$ cat src/rtl/serial_add_ctrl.sv
// rtl/serial_add_ctrl.sv - bit-serial WIDTH-bit adder controller driving one add1 full-adder cell
// Operands shift out LSB first; sum bits shift in at the MSB so the word is aligned after WIDTH cycles.

module add1 (
    input  logic a,
    input  logic b,
    input  logic cin,
    output logic sum,
    output logic cout
);
    assign sum  = a ^ b ^ cin;
    assign cout = (a & b) | (cin & (a ^ b));
endmodule

module serial_add_ctrl #(
    parameter int WIDTH = 8
) (
    input  logic             clk,
    input  logic             rst_n,
    input  logic             start,
    input  logic [WIDTH-1:0] a,
    input  logic [WIDTH-1:0] b,
    input  logic             cin,
    output logic             busy,
    output logic             done,
    output logic [WIDTH-1:0] sum,
    output logic             cout
);
    localparam int CW = (WIDTH > 1) ? $clog2(WIDTH) : 1;
    localparam logic [CW-1:0] CNT_LAST = CW'(WIDTH - 1);

    typedef enum logic [1:0] {
        S_IDLE = 2'd0,
        S_RUN  = 2'd1,
        S_DONE = 2'd2
    } state_t;

    state_t           state_q, state_d;
    logic [WIDTH-1:0] a_q, a_d;
    logic [WIDTH-1:0] b_q, b_d;
    logic [WIDTH-1:0] sum_q, sum_d;
    logic [CW-1:0]    cnt_q, cnt_d;
    logic             carry_q, carry_d;
    logic             cout_q, cout_d;

    logic             bit_sum;
    logic             bit_cout;
    logic [WIDTH-1:0] sum_shift;

    add1 u_add1 (
        .a    (a_q[0]),
        .b    (b_q[0]),
        .cin  (carry_q),
        .sum  (bit_sum),
        .cout (bit_cout)
    );

    always_comb begin
        state_d   = state_q;
        a_d       = a_q;
        b_d       = b_q;
        sum_d     = sum_q;
        cnt_d     = cnt_q;
        carry_d   = carry_q;
        cout_d    = cout_q;
        busy      = 1'b0;
        done      = 1'b0;
        // Shift form works for WIDTH=1, where a part-select sum_q[WIDTH-1:1] would be empty.
        sum_shift = sum_q >> 1;
        sum_shift[WIDTH-1] = bit_sum;

        case (state_q)
            S_RUN: begin
                busy    = 1'b1;
                sum_d   = sum_shift;
                carry_d = bit_cout;
                a_d     = a_q >> 1;
                b_d     = b_q >> 1;
                cnt_d   = cnt_q + CW'(1);
                if (cnt_q == CNT_LAST) begin
                    cout_d  = bit_cout;
                    state_d = S_DONE;
                end
            end
            S_DONE: begin
                done    = 1'b1;
                state_d = S_IDLE;
                if (start) begin
                    a_d     = a;
                    b_d     = b;
                    carry_d = cin;
                    cnt_d   = '0;
                    cout_d  = 1'b0;
                    state_d = S_RUN;
                end
            end
            default: begin
                if (start) begin
                    a_d     = a;
                    b_d     = b;
                    carry_d = cin;
                    cnt_d   = '0;
                    cout_d  = 1'b0;
                    state_d = S_RUN;
                end
            end
        endcase
    end

    always_ff @(posedge clk or negedge rst_n) begin
        if (!rst_n) begin
            state_q <= S_IDLE;
            a_q     <= '0;
            b_q     <= '0;
            sum_q   <= '0;
            cnt_q   <= '0;
            carry_q <= 1'b0;
            cout_q  <= 1'b0;
        end else begin
            state_q <= state_d;
            a_q     <= a_d;
            b_q     <= b_d;
            sum_q   <= sum_d;
            cnt_q   <= cnt_d;
            carry_q <= carry_d;
            cout_q  <= cout_d;
        end
    end

    assign sum  = sum_q;
    assign cout = cout_q;
endmodule
$ cat config.mk
export PLATFORM = sky130hd
export DESIGN_NAME = serial_add_ctrl
export DESIGN_NICKNAME = d
export VERILOG_FILES = /design/src/rtl/serial_add_ctrl.sv
export SDC_FILE = /design/constraint.sdc
export NUM_CORES = 1
export LEC_CHECK = 0
export BUFFER_PORTS_ARGS = -buffer_cell sky130_fd_sc_hd__buf_2
export CAP_MARGIN = 10
export CORE_UTILIZATION = 54
export DETAILED_ROUTE_END_ITERATION = 7
export HOLD_SLACK_MARGIN = 0.05
export PLACE_DENSITY = 0.77
export SLEW_MARGIN = 15
export SYNTH_ARGS = -nofsm -noshare
export SYNTH_HDL_FRONTEND = slang
export SYNTH_SLANG_ARGS = --single-unit
$ cat constraint.sdc
create_clock -name clk -period 1.4 [get_ports clk]
set_input_delay 0.28 -clock clk [delete_from_list [all_inputs] [get_ports clk]]
set_output_delay 0.28 -clock clk [all_outputs]
set_load 0.01 [all_outputs]
### Word level (Yosys, flattened, before mapping)

Index checks and enable logic that the tools add are counted.

* bits in registers: 31
* input bits: 20
* output and inout bits: 11
* word-level logic and storage cells: 38

* add/sub/neg operators: 1
* equal/unequal tests: 4
* muxes and demuxes: 17
* bitwise operators: 5
* reductions and logical operators: 4

Operator list (count)
* $mux W8: 4
* $mux W1: 8
* $mux W3: 2
* $mux W2: 2
* $pmux W2 S2: 1
* $reduce_and A2 Y1: 2
* $add A3 B1 Y3 const B: 1
* $eq A3 B3 Y1 const B: 1
* $reduce_bool A3 Y1: 1
* $and A1 B1 Y1: 2
* $eq A2 B1 Y1 const B: 1
* $eq A2 B2 Y1 const B: 1
* $ne A2 B2 Y1 const B: 1
* $reduce_bool A2 Y1: 1
* $xor A1 B1 Y1: 2
* $or A1 B1 Y1: 1

### Longest topological paths before layout

Gate-level depths: netlist of the first run.

* depth after elaboration: 5
* depth in mapped cells: 4
* mapped depth without buffers: 4

### Modules after synthesis

From an unflattened synthesis of the first run, not the netlist that was laid out.

* cells, all modules: 97
* area, all modules: 1547.7 um^2

By module, submodules not included
* serial_add_ctrl: instances 1, cells an instance 96, area each 1527.7 um^2, sequential area each 775.7 um^2
* add1: instances 1, cells an instance 1, area each 20.0 um^2, sequential area each 0.0 um^2

### Worst setup path before layout of the first run

OpenSTA, ideal clock, no wires.

* path type: register -> register
* from: register state_q[1]
* to: register sum_q[6] (netlist: sum[6])
* library setup time: 0.125 ns
* data arrival time: 1.143 ns
* required time: 1.275 ns
* setup slack: 0.132 ns
* stages on the path, launching flop included: 5
* buffers on the path: 1
* clock period less this slack: 1.268 ns
* path through: dfrtp_1 nand2b_1 buf_6 inv_1 mux2_2

* cells in the longest elaborated chain, start to end: 1

Ends and longest elaborated chain
* from (decl): RTL line 38 `state_t state_q, state_d;`
* from (signal assigned): RTL line 120 `state_q <= state_d;`
* $eq A2 B1 Y1: RTL line 72 `case (state_q)`
* to (signal assigned): RTL line 123 `sum_q <= sum_d;`
* to (decl): RTL line 41 `logic [WIDTH-1:0] sum_q, sum_d;`

No other way between the ends.
A chain may end at the register's enable or synchronous reset.

### Worst setup path after layout of the first run

* from: register state_q[1]
* to: output port busy

* cells in the longest elaborated chain, start to end: 2

Ends and longest elaborated chain
* $eq A2 B1 Y1: RTL line 72
* $mux W1: RTL line 72
* to (decl): RTL line 24 `output logic busy,`

No other way between the ends.

==> results of run 1 <==
[logic make-up after synthesis]
logic type      count (synthesis)  share of synthesized area, %
flops                          31                          50.4
fa+ha+maj                       3                          2.92
mux                            46                          38.6
compound gates                  1                         0.488
buf+inv                         6                          3.90
simple gates                   10                          3.74
[worst max-delay path, delay by kind of cell, from the launching register on]
| family | cells | cell delay [ps] |
|---|---|---|
| buf+inv | 2 | 160 |
| flops | 1 | 420 |
| simple gates | 1 | 180 |
[power breakdown]
group / leakage [nW] / total, mW / switching, mW / internal [mW]
clock: 0.0386 / 0.602 / 0.306 / 0.295
sequential: 0.390 / 1.55 / 0.256 / 1.30
combinational: 0.500 / 2.16 / 0.813 / 1.35
[path summary, 6_finish.rpt]
| path | from | end | slack (ps) | cells past startpoint |
|---|---|---|---|---|
| max | state_q[1] | busy | 20 | 3 |
| min | b[7] | b_q[7] | 190 | 3 |
| max reg2reg | state_q[1] | sum[6] | 90 | 5 |
| min reg2reg | cnt_q[0] | cnt_q[0] | 510 | 1 |
| max in group asynchronous | rst_n | sum[6] | 620 | 3 |
| min in group asynchronous | rst_n | state_q[1] | 380 | 2 |
[sequential cells by signal, indices dropped and copies added, names as in the netlist]
signal   count
a_q          8
b_q          8
sum          8
cnt_q        3
state_q      2
carry_q      1
cout         1
[cells in the final DEF, fill, tap and decap left out, types with 2 or more instances in the layout]
cell / n
ha_1: 2
dfrtp_1: 30
nor2_1: 2
mux2i_1: 5
nand2b_1: 4
clkbuf_8: 2
mux2_4: 22
buf_2: 29
buf_4: 6
mux2_2: 19
nor2b_1: 3
clkbuf_4: 5
buf_12: 2
[repair_timing]
item,CTS,global route
endpoints found under the hold margin,14,0
buffers inserted,1,1
resized for setup,5,1
hold buffers,1,0
setup endpoints to repair,1,2
[stage by stage]
step	setup WS, ps	setup TNS (ps)	total power [mW]
floorplan	132	0	3.15
global placement	96.8	0	3.47
detailed placement	77.5	0	3.58
CTS	11.6	0	4.32
global route	-30.1	-30.1	4.60
finish	24.8	0	4.32
[routing by layer]
layer  track usage (%)  vias to the layer above
li1                  -                      421
met1              25.1                      438
met2              29.4                       24
met3              8.20                        5
met4              7.50                        0
met5                 0                        -
[cell type report]
type	count	area [um^2]
Inverter	1	6.26
Timing Repair Buffer	39	251
Fill cell	202	880
Tap cell	31	38.8
Clock buffer	8	68.8
Multi-Input combinational cell	60	712
Sequential cell	31	777
==> flow_summary.toml, run 1 <==
[run_status]
status = "finished, final reports clean"

[routing]
drt-met1-wl_um = 1130
antenna_left = 0
wl_met2_um = 1250
drc = 0
vias_per_cell = 5.22
dr.max_layer_used = "met4"
dr_total_vias = 888
drtIter0Drc = 12
wl_um = 2580
routedWlPerCell_um = 15.2
first_pass_iters = 2
wl_met3_um = 131

[cts]
clk_latency_ps = 340
cts_buffer_depth = 2
cts.htree.levels = 2
cts.sinks = 31
cts.clk_slew.worst_paths_ps = 90
clock_tree.root_cell = "clkbuf_4"
tritoncts = "built"
cts_buffers = 5

[global_routing]
antenna_found_initial = 0
grt_pass1_wl_um = 4450
grt_usage_pct = 19.5
grt_pass1_vias = 909
grt_overflow_total = 0
grt_max_degree = 18

[pwr]
p_leak_nw = 0.928
irDropWorstVdd_mv = 1.82
power_density_nw_per_um2 = 2330

[yosys]
yosys_warnings = 0
yosys-top-cells-area = "dfrtp_1 50%, mux2_4 21%, mux2_2 14%, buf_6 3.7%, mux2i_1 3.2%"
syn_inst = 97
synthFlopType = "dfrtp_1"
syn-num-nets = 120
synth.largest_area_cell = "dfrtp_1"
synth_area_um2 = 1540
synth_common_cells = "31 x dfrtp_1, 22 x mux2_4, 19 x mux2_2"
ys_seq_elements = 31
seq_area_frac_synth_pct = 50.4
synth_edf_count = 0
synth.distinct_cells = 12
async_flop_share_pct = 100
avgSynthCellArea_um2 = 15.9
synth_most_common_cell = "dfrtp_1"
synth_top_area_share_pct = 50.4

[setup_path]
crit_chain = "nand2b_4, inv_4, buf_6"
critPathKind = "register to output port"
cp_slowest_cell = "dfrtp_1"
worst-path-max-fanout = 4
cp.required_ps = 1120
slowest_delay_ps = 420
critical_path.endpoint_type = "output port"
critPathLaunchType = "register"
cp.arrival_ps = 1100

[place]
place_congestion = 0.729
place_hpwl_um = 1880
dp_cells = 159
numPortBuffers = 30
placed_area_um2 = 1740

[cells_and_area]
area_growth_pct = 20.4
design_area_um2 = 1850
post-route-util_pct = 67.8
diodes = 0
instances_no_fill = 170
drive_above_1_share_pct = 64.0
fin_nets = 161

[timing]
fin_crit_ps = 1380
setup_viol = 0
timing.hold.ws_ps = 189
timing.slew.headroom_pct = 76.1
rsz0062_at_grt = "yes"
fmax_mhz = 727
fin_crit_sh_pct = 98.2
fin_worst_skew_ps = 3.04
hold_viol = 0
worst-slew-pin-transition_ps = 359
slew_viol_final = 0

[floorplanning]
fp.coreArea_um2 = 2730
die_x_um = 55.4
die-area_um2 = 3070
pin_count = 31
die_h_um = 55.4
row_count = 19
start_util_pct = 56.3

[worst_hold_path]
hold_path.class = "input pin to register"

[job]
maxCapViolations = 0
Note: power is estimated with default switching activity, not from simulation.
==> run 2, diff against run 1 <==
PLACE_DENSITY = 0.78   (was 0.77)
==> run 2 against run 1 <==
Critical endpoint unchanged. Maximum frequency rose by 3.1%. Core utilization fell by 0.73 points. Hold slack improved by 21 ps. Sequential power barely moved. Via count rose by 1.4%. Sequential share of layout area rose by 0.46 points. Clock skew rose by 2.6 ps. Setup slack improved by 41 ps. Wire length rose by 1.8%. Final cell count fell by 1.2%. Die area did not move. Register-to-register slack got worse by 20 ps.
==> flow_summary.toml, run 2 (synthesis gave the netlist of run 1 again) <==
[timing]
fin_worst_skew_ps = 5.68
fmax_mhz = 750
setup_viol = 0
hold_viol = 0
worst-slew-pin-transition_ps = 388
fin_crit_sh_pct = 95.3
timing.slew.headroom_pct = 74.1
slew_viol_final = 0
fin_crit_ps = 1330
rsz0062_at_grt = "no"
final.setup.tns_ps = 0

[floorplanning]
row_count = 19
fp.coreArea_um2 = 2730
die_h_um = 55.4
start_util_pct = 56.3
die-area_um2 = 3070
die_x_um = 55.4
pin_count = 31

[global_routing]
grt_max_degree = 32
grt_pass1_vias = 943
use_met3_pct = 7.73
grt_use_met1_pct = 27.0
grt_pass1_wl_um = 4570
grt_usage_pct = 20.3
antenna_found_initial = 0
top_usage_layer = "met2"
globalRouteMet2Util_pct = 30.1
grt_overflow_total = 0

[setup_path]
crit_chain = "nand2b_4, inv_4, buf_6"
cp_slowest_cell = "dfrtp_1"
cp.required_ps = 1120
slowest_delay_ps = 410
cp.arrival_ps = 1050
critical_path.endpoint_type = "output port"
critPathLaunchType = "register"
worst-path-max-fanout = 4
critPathKind = "register to output port"

[routing]
drtIter0Drc = 20
routedWlPerCell_um = 15.6
wl_um = 2620
first_pass_iters = 4
drc = 0
dr_total_vias = 900
vias_per_cell = 5.36
antenna_left = 0

[cells_and_area]
design_area_um2 = 1830
diodes = 0
post-route-util_pct = 67.1
area_growth_pct = 19.1
drive_above_1_share_pct = 64.2
fin_nets = 160
layout_commonest_cell = "dfrtp_1"
final_cell_mix = "30 x dfrtp_1, 29 x buf_2, 22 x mux2_4"
instances_no_fill = 168
n_fill_cell = 205

[cts]
cts.sinks = 31
cts_buffers = 5
tritoncts = "built"
cts.clk_slew.worst_paths_ps = 90
cts_buffer_depth = 2
cts.htree.levels = 2
clk_latency_ps = 330
clock_tree.root_cell = "clkbuf_4"

[place]
placed_area_um2 = 1740
dp_cells = 158
place_hpwl_um = 1830
place_congestion = 0.786
numPortBuffers = 30

[pwr]
p_sw_mw = 1.40
irDropWorstVdd_mv = 1.70
power_density_nw_per_um2 = 2350
p_clk_share_pct = 12.0
p_leak_nw = 0.918
seqPwrFrac_pct = 36.2
internal_power_mw = 2.91
switching_share_pct = 32.4
comb_power_share_pct = 51.8

[worst_hold_path]
hold_path.class = "input pin to register"

[run_status]
status = "finished, final reports clean"

[job]
maxCapViolations = 0
## run 2: worst max-delay path, delay by kind of cell, from the launching register on
kind / cells / cell delay [ps]
flops: 1 / 410
simple gates: 1 / 170
buf+inv: 2 / 150
## run 2: cell type report
class	count	area (um^2)	share of cell area, %
well taps	31	38.8	2.11
repair buffers	38	244	13.3
multi-input cells	60	712	38.8
clock buffers	6	51.3	2.80
clock inverters	1	5.00	0.273
flip-flops and latches	31	777	42.4
inverters	1	6.26	0.341
## run 2: timing repair
item | CTS | global route
setup endpoints to repair | 1 | 1
resized for setup | 3 | 3
setup buffers | 2 | 0
hold endpoints to repair | 31 | 0
gates cloned | 0 | 0
hold buffers | 1 | 0
## run 2: power groups by stage
stage	Sequential, mW	Combinational (mW)	Clock (mW)
after floorplan	1.56	1.59	0
after global placement	1.54	1.98	0
after detailed placement	1.56	2.08	0
after CTS	1.56	2.21	0.542
after global routing	1.61	2.44	0.585
final	1.56	2.23	0.517
## run 2: layer usage
layer	wire length, um	up-vias	share of wire [%]
li1	-	420	-
met2	1260	24	48
met3	120	5	4.6
met4	46	0	1.8
met5	0	-	0
met1	1200	451	46
## run 2: worst paths after layout
check	slack, ps	cells past startpoint	start	end
min in group asynchronous	490	3	rst_n	a_q[3]
hold reg to reg	500	1	cnt_q[0]	cnt_q[0]
setup / recovery	70	3	state_q[1]	busy
hold / removal	210	3	b[7]	b_q[7]
max in group asynchronous	600	3	rst_n	state_q[0]
setup reg to reg	70	4	state_q[1]	sum[5]
## run 2: stage by stage
step / setup slack [ps] / hold WS (ps) / total power, mW
detailed placement: 107 / 316 / 3.64
global route: 0.531 / 200 / 4.63
finish: 65.9 / 210 / 4.31
floorplan: 132 / -15.6 / 3.15
CTS: 25.5 / 199 / 4.31
global placement: 143 / 308 / 3.52
==> run 3, diff against run 2 <==
BUFFER_PORTS_ARGS = -buffer_cell sky130_fd_sc_hd__clkbuf_2   (was -buffer_cell sky130_fd_sc_hd__buf_2)
CAP_MARGIN = default   (was 10)
==> run 3 against run 2 <==
Wire length decreased by 0.80%. Setup slack worse by 7.8 ps. Core utilization fell by 0.14 points. Cell area is 0.20% lower. First-iteration DRC count rose by 30%. Via count up 0.11%.
==> flow_summary.toml, run 3 (synthesis gave the netlist of run 1 again) <==
[run_status]
status = "finished, final reports clean"

[cells_and_area]
design_area_um2 = 1830
drive_above_1_share_pct = 63.6
layout_commonest_cell = "dfrtp_1"
post-route-util_pct = 67.0
final_cell_mix = "30 x dfrtp_1, 29 x clkbuf_2, 22 x mux2_4"
fin_nets = 162
n_fill_cell = 212
diodes = 0
area_growth_pct = 18.8

[cts]
tritoncts = "built"
clk_latency_ps = 330
cts.sinks = 31
cts_buffers = 5
cts.clk_slew.worst_paths_ps = 90
clock_tree.root_cell = "clkbuf_4"
cts.htree.levels = 2
cts_buffer_depth = 2

[floorplanning]
fp.coreArea_um2 = 2730
die-area_um2 = 3070
pin_count = 31
die_h_um = 55.4
start_util_pct = 56.3
row_count = 19
die_x_um = 55.4

[timing]
timing.hold.ws_ps = 189
final.setup.tns_ps = 0
fin_worst_skew_ps = 3.59
fmax_mhz = 745
worst-slew-pin-transition_ps = 307
setup_viol = 0
fin_crit_ps = 1340
timing.slew.headroom_pct = 79.5
rsz0062_at_grt = "yes"
slew_viol_final = 0
hold_viol = 0
fin_crit_sh_pct = 95.9

[global_routing]
grt_max_degree = 20
grt_pass1_wl_um = 4520
grt_usage_pct = 20.3
grt_overflow_total = 0
antenna_found_initial = 0
grt_pass1_vias = 935

[routing]
drc = 0
vias_per_cell = 5.27
first_pass_iters = 4
routedWlPerCell_um = 15.2
dr_total_vias = 901
antenna_left = 0
drtIter0Drc = 26
wl_um = 2600

[setup_path]
critical_path.endpoint_type = "output port"
critPathKind = "register to output port"
slowest_delay_ps = 410
worst-path-max-fanout = 4
cp.required_ps = 1120
cp.arrival_ps = 1060
crit_chain = "nand2b_4, inv_4, buf_6"
critPathLaunchType = "register"
cp_slowest_cell = "dfrtp_1"

[place]
place_hpwl_um = 1880
numPortBuffers = 30
placed_area_um2 = 1740
place_congestion = 0.756

[worst_hold_path]
hold_path.class = "input pin to register"

[pwr]
power_density_nw_per_um2 = 2280
p_leak_nw = 0.923
irDropWorstVdd_mv = 1.71
finalPower_mw = 4.18

[job]
maxCapViolations = 0
==> run 3: path summary, 6_finish.rpt <==
| check | startpoint | endpoint | slack [ps] | cells after the start |
|---|---|---|---|---|
| max | state_q[1] | busy | 60 | 3 |
| min | a[7] | a_q[7] | 190 | 3 |
| max reg2reg | carry_q | sum[7] | 100 | 2 |
| min reg2reg | cnt_q[0] | cnt_q[0] | 490 | 1 |
| max in group asynchronous | rst_n | state_q[0] | 590 | 3 |
| min in group asynchronous | rst_n | cnt_q[0] | 360 | 2 |
==> run 3: critical path: cells and delay by family, from the launching register on <==
family | cells | cell delay, ps
buffers and inverters | 2 | 150
flip-flops | 1 | 410
AND/OR/NAND/NOR | 1 | 170
==> run 3: repair_timing <==
item,CTS,global route
cloned,0,0
setup endpoints to repair,1,2
endpoints found under the hold margin,11,0
setup buffers,1,1
gates resized for setup,2,4
hold buffers,1,0
==> run 3: power breakdown <==
| group | internal, mW | switching, mW |
|---|---|---|
| Sequential | 1.30 | 0.260 |
| Combinational | 1.33 | 0.805 |
| Clock | 0.195 | 0.283 |
| Total | 2.83 | 1.35 |
==> run 3: final cells by class <==
class                           instances  area [um^2]  share of cell area, %
Inverter                                1         6.26                  0.342
Clock inverter                          1         5.00                  0.273
Tap cell                               31         38.8                   2.12
Clock buffer                            7         45.0                   2.46
Multi-Input combinational cell         60          712                   38.9
Sequential cell                        31          777                   42.4
Timing Repair Buffer                   40          246                   13.5
==> run 3: per-layer routing <==
layer	global-route usage [%]	part of all wire (%)
met4	7.50	1.8
met3	9.13	4.6
met2	31.2	50
met5	0	0
met1	25.1	43
==> run 3: stage by stage <==
step,instances,setup WS [ps]
after detailed placement,160,80.9
after global placement,160,116
after CTS,170,15.9
after floorplan,97,132
after global routing,171,-8.63
final,171,58.1
